==> config.mk <==
export PLATFORM = sky130hd
export DESIGN_NAME = regbank_xfer_seq_flat
export DESIGN_NICKNAME = d
export VERILOG_FILES = /design/src/rtl/regbank_xfer_seq_pkg.sv /design/src/rtl/regbank_xfer_seq_if.sv /design/src/rtl/regbank_xfer_seq_prio_enc.sv /design/src/rtl/regbank_xfer_seq.sv /design/src/flat_wrapper.sv
export SDC_FILE = /design/constraint.sdc
export NUM_CORES = 1
export LEC_CHECK = 0
export CAP_MARGIN = 10
export CORE_ASPECT_RATIO = 0.5
export CORE_MARGIN = 5
export CORE_UTILIZATION = 40
export CTS_CLUSTER_SIZE = 24
export DETAILED_ROUTE_END_ITERATION = 8
export PLACE_DENSITY = 0.81
export SLEW_MARGIN = 10
export SYNTH_ARGS = -nofsm -noshare
export SYNTH_HDL_FRONTEND = slang
export SYNTH_SLANG_ARGS = --single-unit
==> constraint.sdc <==
create_clock -name clk -period 2.9 [get_ports clk]
set_input_delay 0.29 -clock clk [delete_from_list [all_inputs] [get_ports clk]]
set_output_delay 0.29 -clock clk [all_outputs]
set_load 0.02 [all_outputs]
==> src/rtl/regbank_xfer_seq_pkg.sv <==
// Shared constants and encodings for the register-bank transfer sequencer.
package regbank_pkg;

    localparam int unsigned NREG = 16;
    localparam int unsigned AW   = 4;
    localparam int unsigned DW   = 32;

    typedef enum logic [1:0] {
        IDLE = 2'd0,
        XFER = 2'd1,
        DONE = 2'd2
    } state_e;

    localparam logic DIR_STORE = 1'b0;
    localparam logic DIR_LOAD  = 1'b1;

endpackage

==> src/rtl/regbank_xfer_seq_if.sv <==
// Register-bank ports plus the store (out) and load (in) valid/ready streams.
interface regbank_xfer_seq_if import regbank_pkg::*; ();

    logic [AW-1:0] rs;
    logic [DW-1:0] rd1;
    logic [AW-1:0] rd;
    logic [DW-1:0] data;
    logic          write;
    logic          out_valid;
    logic [DW-1:0] out_data;
    logic          out_ready;
    logic          in_valid;
    logic [DW-1:0] in_data;
    logic          in_ready;

    modport master (
        output rs, rd, data, write, out_valid, out_data, in_ready,
        input  rd1, out_ready, in_valid, in_data
    );

    modport slave (
        input  rs, rd, data, write, out_valid, out_data, in_ready,
        output rd1, out_ready, in_valid, in_data
    );

endinterface

==> src/rtl/regbank_xfer_seq_prio_enc.sv <==
// Combinational lowest-set-bit encoder; none_o flags an all-zero vector.
module regbank_prio_enc import regbank_pkg::*; (
    input  logic [NREG-1:0] vec_i,
    output logic [AW-1:0]   idx_o,
    output logic            none_o
);

    logic found;

    always_comb begin
        idx_o = '0;
        found = 1'b0;
        for (int unsigned i = 0; i < NREG; i++) begin
            if (!found && vec_i[i]) begin
                idx_o = AW'(i);
                found = 1'b1;
            end
        end
        none_o = !found;
    end

endmodule

==> src/rtl/regbank_xfer_seq.sv <==
// Multi-register store/load sequencer driving the register bank ports.
// Optional beat counter output enabled by defining XFER_COUNT_EN.
module regbank_xfer_seq import regbank_pkg::*; (
    input  logic                clk,
    input  logic                reset,
    input  logic                start,
    input  logic                dir,
    input  logic [NREG-1:0]     mask,
    output logic                busy,
    output logic                done,
`ifdef XFER_COUNT_EN
    output logic [AW:0]         xfer_count,
`endif
    regbank_xfer_seq_if.master  bus
);

    state_e          state_q;
    logic            dir_q;
    logic [NREG-1:0] pending_q;
    logic [NREG-1:0] pending_d;
    logic            busy_q;
    logic            done_q;
    logic            out_valid_q;
    logic            in_ready_q;
    logic [AW-1:0]   rs_q;
    logic [AW-1:0]   rd_q;
    logic [DW-1:0]   data_q;

    logic [AW-1:0]   idx;
    logic            none;
    logic            st_xfer;
    logic            ld_xfer;
    logic            beat;

    regbank_prio_enc u_prio_enc (
        .vec_i  (pending_q),
        .idx_o  (idx),
        .none_o (none)
    );

    assign st_xfer   = (state_q == XFER) && (dir_q == DIR_STORE);
    assign ld_xfer   = (state_q == XFER) && (dir_q == DIR_LOAD);
    assign beat      = (st_xfer && bus.out_ready) || (ld_xfer && bus.in_valid);
    assign pending_d = pending_q & ~(NREG'(1) << idx);

    always_ff @(posedge clk) begin
        if (reset) begin
            state_q     <= IDLE;
            dir_q       <= DIR_STORE;
            pending_q   <= '0;
            busy_q      <= 1'b0;
            done_q      <= 1'b0;
            out_valid_q <= 1'b0;
            in_ready_q  <= 1'b0;
            rs_q        <= '0;
            rd_q        <= '0;
            data_q      <= '0;
        end else begin
            done_q <= 1'b0;
            case (state_q)
                IDLE: begin
                    if (start) begin
                        dir_q     <= dir;
                        pending_q <= mask;
                        busy_q    <= 1'b1;
                        if (mask == '0) begin
                            state_q <= DONE;
                            done_q  <= 1'b1;
                        end else begin
                            state_q     <= XFER;
                            out_valid_q <= (dir == DIR_STORE);
                            in_ready_q  <= (dir == DIR_LOAD);
                        end
                    end
                end
                XFER: begin
                    // Shadow the live addresses/data so they hold once XFER ends.
                    if (dir_q == DIR_STORE) begin
                        rs_q <= idx;
                    end else begin
                        rd_q   <= idx;
                        data_q <= bus.in_data;
                    end
                    if (beat) begin
                        pending_q <= pending_d;
                    end
                    if (none || (beat && (pending_d == '0))) begin
                        state_q     <= DONE;
                        done_q      <= 1'b1;
                        out_valid_q <= 1'b0;
                        in_ready_q  <= 1'b0;
                    end
                end
                DONE: begin
                    state_q <= IDLE;
                    busy_q  <= 1'b0;
                end
                default: begin
                    state_q <= IDLE;
                end
            endcase
        end
    end

    assign busy          = busy_q;
    assign done          = done_q;
    assign bus.out_valid = out_valid_q;
    assign bus.in_ready  = in_ready_q;
    assign bus.out_data  = bus.rd1;
    assign bus.rs        = st_xfer ? idx : rs_q;
    assign bus.rd        = ld_xfer ? idx : rd_q;
    assign bus.data      = ld_xfer ? bus.in_data : data_q;
    assign bus.write     = ld_xfer && bus.in_valid;

`ifdef XFER_COUNT_EN
    localparam logic [AW:0] CNT_ONE = 1;

    logic [AW:0] xfer_count_q;

    always_ff @(posedge clk) begin
        if (reset) begin
            xfer_count_q <= '0;
        end else if ((state_q == IDLE) && start) begin
            xfer_count_q <= '0;
        end else if (beat) begin
            xfer_count_q <= xfer_count_q + CNT_ONE;
        end
    end

    assign xfer_count = xfer_count_q;
`endif

endmodule

==> src/flat_wrapper.sv <==
// flat-port wrapper written by rule: the top's interface ports become plain ports
module regbank_xfer_seq_flat import regbank_pkg::*;
  (clk, reset, start, dir, mask, busy, done, bus_rs, bus_rd, bus_data, bus_write, bus_out_valid, bus_out_data, bus_in_ready, bus_rd1, bus_out_ready, bus_in_valid, bus_in_data);
  regbank_xfer_seq_if bus_i ();
  input  logic clk;
  input  logic reset;
  input  logic start;
  input  logic dir;
  input  logic [NREG-1:0] mask;
  output logic busy;
  output logic done;
  output wire logic [$bits(bus_i.rs)-1:0] bus_rs;
  output wire logic [$bits(bus_i.rd)-1:0] bus_rd;
  output wire logic [$bits(bus_i.data)-1:0] bus_data;
  output wire logic [$bits(bus_i.write)-1:0] bus_write;
  output wire logic [$bits(bus_i.out_valid)-1:0] bus_out_valid;
  output wire logic [$bits(bus_i.out_data)-1:0] bus_out_data;
  output wire logic [$bits(bus_i.in_ready)-1:0] bus_in_ready;
  input wire logic [$bits(bus_i.rd1)-1:0] bus_rd1;
  input wire logic [$bits(bus_i.out_ready)-1:0] bus_out_ready;
  input wire logic [$bits(bus_i.in_valid)-1:0] bus_in_valid;
  input wire logic [$bits(bus_i.in_data)-1:0] bus_in_data;
  assign bus_rs = bus_i.rs;
  assign bus_rd = bus_i.rd;
  assign bus_data = bus_i.data;
  assign bus_write = bus_i.write;
  assign bus_out_valid = bus_i.out_valid;
  assign bus_out_data = bus_i.out_data;
  assign bus_in_ready = bus_i.in_ready;
  assign bus_i.rd1 = bus_rd1;
  assign bus_i.out_ready = bus_out_ready;
  assign bus_i.in_valid = bus_in_valid;
  assign bus_i.in_data = bus_in_data;
  regbank_xfer_seq u_core (.clk(clk), .reset(reset), .start(start), .dir(dir), .mask(mask), .busy(busy), .done(done), .bus(bus_i));
endmodule
**Word-level counts from Yosys, hierarchy flattened**

Cells that the tools add are included.

- Bitwise gates (word level): 4
- Muxes and demuxes: 54
- Equality and inequality tests: 6
- Shift-type cells: 1
- Reduce and logical (&&, ||, !) cells: 50

Operators with widths:

| kind | number |
|---|---|
| $mux W4 | 16 |
| $logic_not A16 Y1 | 2 |
| $mux W16 | 2 |
| $mux W32 | 1 |
| $pmux W16 S2 | 1 |
| $mux W1 | 26 |
| $logic_and A1 B1 Y1 | 20 |
| $and A16 B16 Y16 | 1 |
| $logic_not A1 Y1 | 16 |
| $not A16 Y16 | 1 |
| $shl A1 B4 Y16 const A | 1 |
| $reduce_and A2 Y1 | 5 |
| $pmux W1 S2 | 4 |
| $mux W2 | 3 |
| $ne A2 B2 Y1 const B | 3 |
| $pmux W2 S2 | 1 |
| $reduce_and A4 Y1 | 1 |
| $reduce_bool A2 Y1 | 2 |
| $reduce_and A3 Y1 | 1 |
| $eq A2 B1 Y1 const B | 1 |
| $eq A2 B2 Y1 const B | 1 |
| $logic_not A2 Y1 | 1 |
| $logic_or A1 B1 Y1 | 2 |
| $ne A2 B1 Y1 const B | 1 |
| $not A1 Y1 | 2 |

- Output and inout port bits: 77
- Word-level logic and storage cells: 125
- Register bits after elaboration: 63

**Longest topological paths before layout**

- Word-level depth: 54
- Mapped depth: 8
- Depth with buffers taken out: 6

**Cells and area by module**

A second synthesis with hierarchy kept.

- Cell total of the unflattened synthesis: 366
- Area, all modules: 3301.9 um2

By module, submodules not included:

| module | instances | cells each | area each (um2) |
|---|---|---|---|
| regbank_xfer_seq | 1 | 336 | 3118.0 |
| regbank_prio_enc | 1 | 30 | 183.9 |

**Worst setup path before layout**

OpenSTA, ideal clock, no wires.

- Path type: register to output
- From: reg u_core.pending_q[2]
- To: out bus_rd[1]
- Arrival: 2.065 ns
- Setup slack: 0.545 ns
- Stages on the path, launching flop included: 8
- Required time: 2.610 ns
- Cell sequence: dfxtp_1 buf_2 or4_1 buf_2 nor4_2 o31a_1 a21oi_1 o21ai_0

- Word-level cells in the longest chain between the ends: 42

Ends and longest elaborated chain:

| element | RTL line | source |
|---|---|---|
| start: declaration | regbank_xfer_seq.sv:19 | `logic [NREG-1:0] pending_q;` |
| start signal: assignment | regbank_xfer_seq.sv:64 | `pending_q <= mask;` |
| start signal: assignment | regbank_xfer_seq.sv:85 | `pending_q <= pending_d;` |
| $logic_and A1 B1 Y1 (*) | regbank_xfer_seq_prio_enc.sv:14 | `if (!found && vec_i[i]) begin` |
| $mux W1 | regbank_xfer_seq_prio_enc.sv:14 |  |
| $logic_not A1 Y1 | regbank_xfer_seq_prio_enc.sv:14 |  |
| $logic_and A1 B1 Y1 | regbank_xfer_seq_prio_enc.sv:14 |  |
| $mux W1 | regbank_xfer_seq_prio_enc.sv:14 |  |
| $logic_not A1 Y1 | regbank_xfer_seq_prio_enc.sv:14 |  |
| $logic_and A1 B1 Y1 | regbank_xfer_seq_prio_enc.sv:14 |  |
| $mux W1 | regbank_xfer_seq_prio_enc.sv:14 |  |
| [26 not listed] | - |  |
| $mux W1 | regbank_xfer_seq_prio_enc.sv:14 |  |
| $logic_not A1 Y1 | regbank_xfer_seq_prio_enc.sv:14 |  |
| $logic_and A1 B1 Y1 | regbank_xfer_seq_prio_enc.sv:14 |  |
| $mux W1 | regbank_xfer_seq_prio_enc.sv:14 |  |
| $logic_not A1 Y1 | regbank_xfer_seq_prio_enc.sv:14 |  |
| $logic_and A1 B1 Y1 | regbank_xfer_seq_prio_enc.sv:14 |  |
| $mux W4 (*) | regbank_xfer_seq_prio_enc.sv:14 |  |
| $mux W4 (*) | regbank_xfer_seq.sv:111 | `assign bus.rd = ld_xfer ? idx : rd_q;` |
| end: declaration | flat_wrapper.sv:13 | `output wire logic [$bits(bus_i.rd)-1:0] bus_rd;` |

Mark *: on every way between the ends. The rest lies on a longest branch, timed or not.

**Final worst setup path**

- From: reg u_core.pending_q[0]
- To: out bus_rd[1]

- Word-level cells in the longest chain between the ends: 47

Ends and longest elaborated chain:

| element | RTL line |
|---|---|
| $mux W1 (*) | regbank_xfer_seq_prio_enc.sv:14 |
| $logic_not A1 Y1 | regbank_xfer_seq_prio_enc.sv:14 |
| $logic_and A1 B1 Y1 | regbank_xfer_seq_prio_enc.sv:14 |
| $mux W1 (*) | regbank_xfer_seq_prio_enc.sv:14 |
| $logic_not A1 Y1 | regbank_xfer_seq_prio_enc.sv:14 |
| $logic_and A1 B1 Y1 | regbank_xfer_seq_prio_enc.sv:14 |
| $mux W1 | regbank_xfer_seq_prio_enc.sv:14 |
| $logic_not A1 Y1 | regbank_xfer_seq_prio_enc.sv:14 |
| [31 not listed] | - |
| $mux W1 | regbank_xfer_seq_prio_enc.sv:14 |
| $logic_not A1 Y1 | regbank_xfer_seq_prio_enc.sv:14 |
| $logic_and A1 B1 Y1 | regbank_xfer_seq_prio_enc.sv:14 |
| $mux W1 | regbank_xfer_seq_prio_enc.sv:14 |
| $logic_not A1 Y1 | regbank_xfer_seq_prio_enc.sv:14 |
| $logic_and A1 B1 Y1 | regbank_xfer_seq_prio_enc.sv:14 |
| $mux W4 (*) | regbank_xfer_seq_prio_enc.sv:14 |
| $mux W4 (*) | regbank_xfer_seq.sv:111 |

Marked as above.

==> summary.md <==
| Metric | Value |
|---|---|
| Initial Utilization | a little over two fifths |
| # H-tree levels | 3 |
| Final worst path period need | ~2.7 ns |
| Fillers | 658 |
| Largest net degree at the start of global routing | 38 |
| Clk sinks | 63 |
| Seq/Total Area, Yosys | 40.3% |
| Grt ovf | 0 |
| Chip width | roughly 140 microns |
| First-pass GRT wire length | 12800 microns |
| Clock skew | between 0.003 and 0.004 ns |
| CP Launch Type | flip-flop |
| Setup crit end kind | output pin |
| Number of synthesized flops with an enable pin | 0 |
| Max Fclk | 366 MHz |
| Final worst-path cycle share | between 90% and 100% |
| Worst-path fanout max | 8 |
| # Max-Cap Violations | 0 |
| Layout cell share with drive strength beyond 1 | approximately 16% |
| Reg-to-Reg End | u_core.bus.in_ready$_SDFFE_PP0P_ |
| Port Buf Inserts | just under 100 |
| CP Data Arrival Time | between 2 and 2.5 ns |
| CTS Root Cell | clkbuf_16 |
| Max-slew headroom | between 50% and 60% |
| R2R depth | 7 |
| Crit path kind | flip-flop to output pin |
| Hold depth | 2 |
| Remaining DRCs | 0 |
| Reg2Reg Launch Point | u_core.pending_q[0]$_SDFFE_PP0P_ |
| Hpwl dp | ~6000 microns |
| Clock slew at reported path FFs | roughly 0.050 ns |
| Slew @ Worst Pin | around 0.68 ns |
| Share of the synthesized area in the top cell type | 40.3% |
| Post-DR vias/cell | approximately 5.1 |
| Area leader, netlist | dfxtp_1 |
| Main flop type after synthesis | dfxtp_1 |
| Std-Cell Rows | 22 |
| Worst vdd ir | 344 uV |
| Core footprint | around 7500 sq um |
| Critical path required time | approximately 2.6 ns |
| GPL Wtd Cong | between 0.9 and 1 |
| Area growth syn-to-layout | 38.2% |
| Post-Route Utilization | between 50 and 60% |
| Setup tns final | 0 ns |
| Post-Route WL | 8010 microns |
| Worst hold endpoint | u_core.pending_q[2]$_SDFFE_PP0P_ |
| Power per cell area | between 500 and 600 nW/um^2 |
| Num CTS Buffers | 9 |
| Setup violations, final | 0 |
| RSZ-0062 raised after global routing | no |
| Status | completed |
| Asr flop ratio synth | 0% |
| Worst hold start | reset |
| Vias | about 2700 |
| Wirelength per Cell | about 15 microns |
| Synth warn | 0 |
| Ant. Diodes | 0 |
| Worst hold path class | input port to flip-flop |
| Ranking of synthesized cells by area | dfxtp_1 (40%), mux2_2 (12%), nor2b_1 (8.0%) |
| Initial DRC count | 133 |
| Post-synth top cells | dfxtp_1 (63), nor2b_1 (40), buf_4 (32), mux2_2 (32), nor2_1 (29) |
| Slew Viols, Final | 0 |
| Most frequent cell after synthesis | dfxtp_1 |
| Latest clock arrival within the worst-skew pair | between 0.3 and 0.4 ns |
| Final net count | 508 |
| Die area | about 10000 sq um |
| Mapped Nets | 439 |
| Post-synthesis cell area | between 3000 and 4000 sq um |
| Synthesized instance count | approximately 350 |
| Syn avg cell area | a little under 9 sq um |
| Netlist cell types | slightly above 40 |
| Vias in the first global route | 2584 |
| Antenna violations before repair | 0 |
| Clock buffer depth | 2 |
| R2r setup slk | 0.39 ns |
| Num ports | between 150 and 200 |
| Leakage | 1.74 nW |
| Synth Register Bits | 63 |
| 1st-pass router iterations | 4 |
| CTS tree | built |
| Antenna Nets Post-Route | 0 |
| Post-CTS Setup Bufs | 0 |
| Gr usage total | between 10% and 20% |
| Die height | around 73 microns |
| Final hold vios | 0 |
[worst max path at each step]
stage,start,to,slack (ns),cells after the start
2_1_floorplan,u_core.pending_q[2]$_SDFFE_PP0P_,bus_rd[1],0.54,7
3_3_place_gp,u_core.pending_q[0]$_SDFFE_PP0P_,bus_rd[1],0.28,6
3_5_place_dp,u_core.pending_q[0]$_SDFFE_PP0P_,bus_rd[1],0.24,6
4_1_cts,u_core.pending_q[0]$_SDFFE_PP0P_,bus_rd[3],0.05,5
5_1_grt,u_core.pending_q[4]$_SDFFE_PP0P_,bus_rs[0],0.01,7
6_report,u_core.pending_q[0]$_SDFFE_PP0P_,bus_rd[1],0.17,6
[repair_timing]
action | 4_1_cts | 5_1_grt
gates resized for setup | 3 | 4
endpoints found under the setup margin | 3 | 3
hold buffers | 0 | 0
[cell type report]
type                       count  area [sq um]  area share [%]
timing repair buffer         111          1070            24.8
inverter                       6          22.5           0.520
multi-input combinational    231          1540            35.7
sequential                    63          1260            29.1
clock inverter                 4          45.0            1.04
tap                          108           135            3.12
clock buffer                  12           246            5.69
[flip-flops by register name, indices dropped and copies added (netlist names), 2 cells and up]
register	cells
u_core.rs_q	4
u_core.state_q	2
u_core.pending_q	16
u_core.data_q	32
u_core.rd_q	4
[routing by layer]
| layer | part of all wire [%] | wire, microns | vias to the layer above | GRT usage, % |
|---|---|---|---|---|
| met5 | 0 | 0 | - | 0 |
| met2 | 49 | 3950 | 90 | 28.5 |
| met1 | 41 | 3320 | 1280 | 18.8 |
| met4 | 1.6 | 126 | 0 | 6.37 |
| met3 | 7.7 | 614 | 20 | 5.65 |
| li1 | - | - | 1347 | - |
[critical path: stages, from the launching register on]
cell and delay [ns]:
dfxtp_1 0.37, or4_1 0.63, nor4_2 0.30, o31a_1 0.21, a21oi_1 0.07, o21ai_0 0.19, dlygate4sd2_1 0.36
[logic make-up (layout without fill, tap and decap cells)]
logic type / Yosys count / count (layout) / synth area share, %
AND/OR/NAND/NOR: 125 / 125 / 21.4
AO/OA/AOI/OAI: 71 / 71 / 14.9
flip-flops: 63 / 63 / 40.3
buffers and inverters: 59 / 133 / 11.0
multiplexers: 34 / 34 / 12.1
adder cells (fa/ha/maj): 1 / 1 / 0.359
[report_power, final]
group          total, mW  internal (mW)  leakage (nW)  switching (mW)
Clock               1.04          0.683         0.146           0.358
Sequential         0.963          0.913         0.512          0.0501
Combinational      0.570          0.286          1.08           0.283
[stage by stage]
step	power (mW)	area, sq um	cells	hold slack (ns)	setup slack, ns
after detailed placement	1.55	4030	519	0.512	0.241
after floorplan	1.36	3130	353	0.430	0.545
after global routing	2.71	4330	535	0.505	0.0112
after CTS	2.60	4310	535	0.485	0.0480
final	2.57	4330	535	0.495	0.168
after global placement	1.54	4030	519	0.495	0.279
[cells in the final DEF, fill, tap and decap left out, types with 3 or more instances in the layout]
cell,Yosys,routed
clkdlybuf4s50_1,0,92
dfxtp_1,63,63
nor2b_1,40,40
mux2_2,32,32
nor2_1,29,29
o21ai_0,20,20
nand2_1,16,16
a22oi_1,15,15
a21oi_1,14,14
buf_4,32,13
nor3_1,10,9
clkbuf_16,0,9
nor4_1,9,8
inv_1,6,6
a211oi_1,5,5
or4_1,4,4
nand2b_1,3,3
or2_2,3,3
nand3_1,3,3
a21o_1,3,3
clkinv_2,0,3
dlygate4sd2_1,0,3
Power figures use the tool's default switching activity.
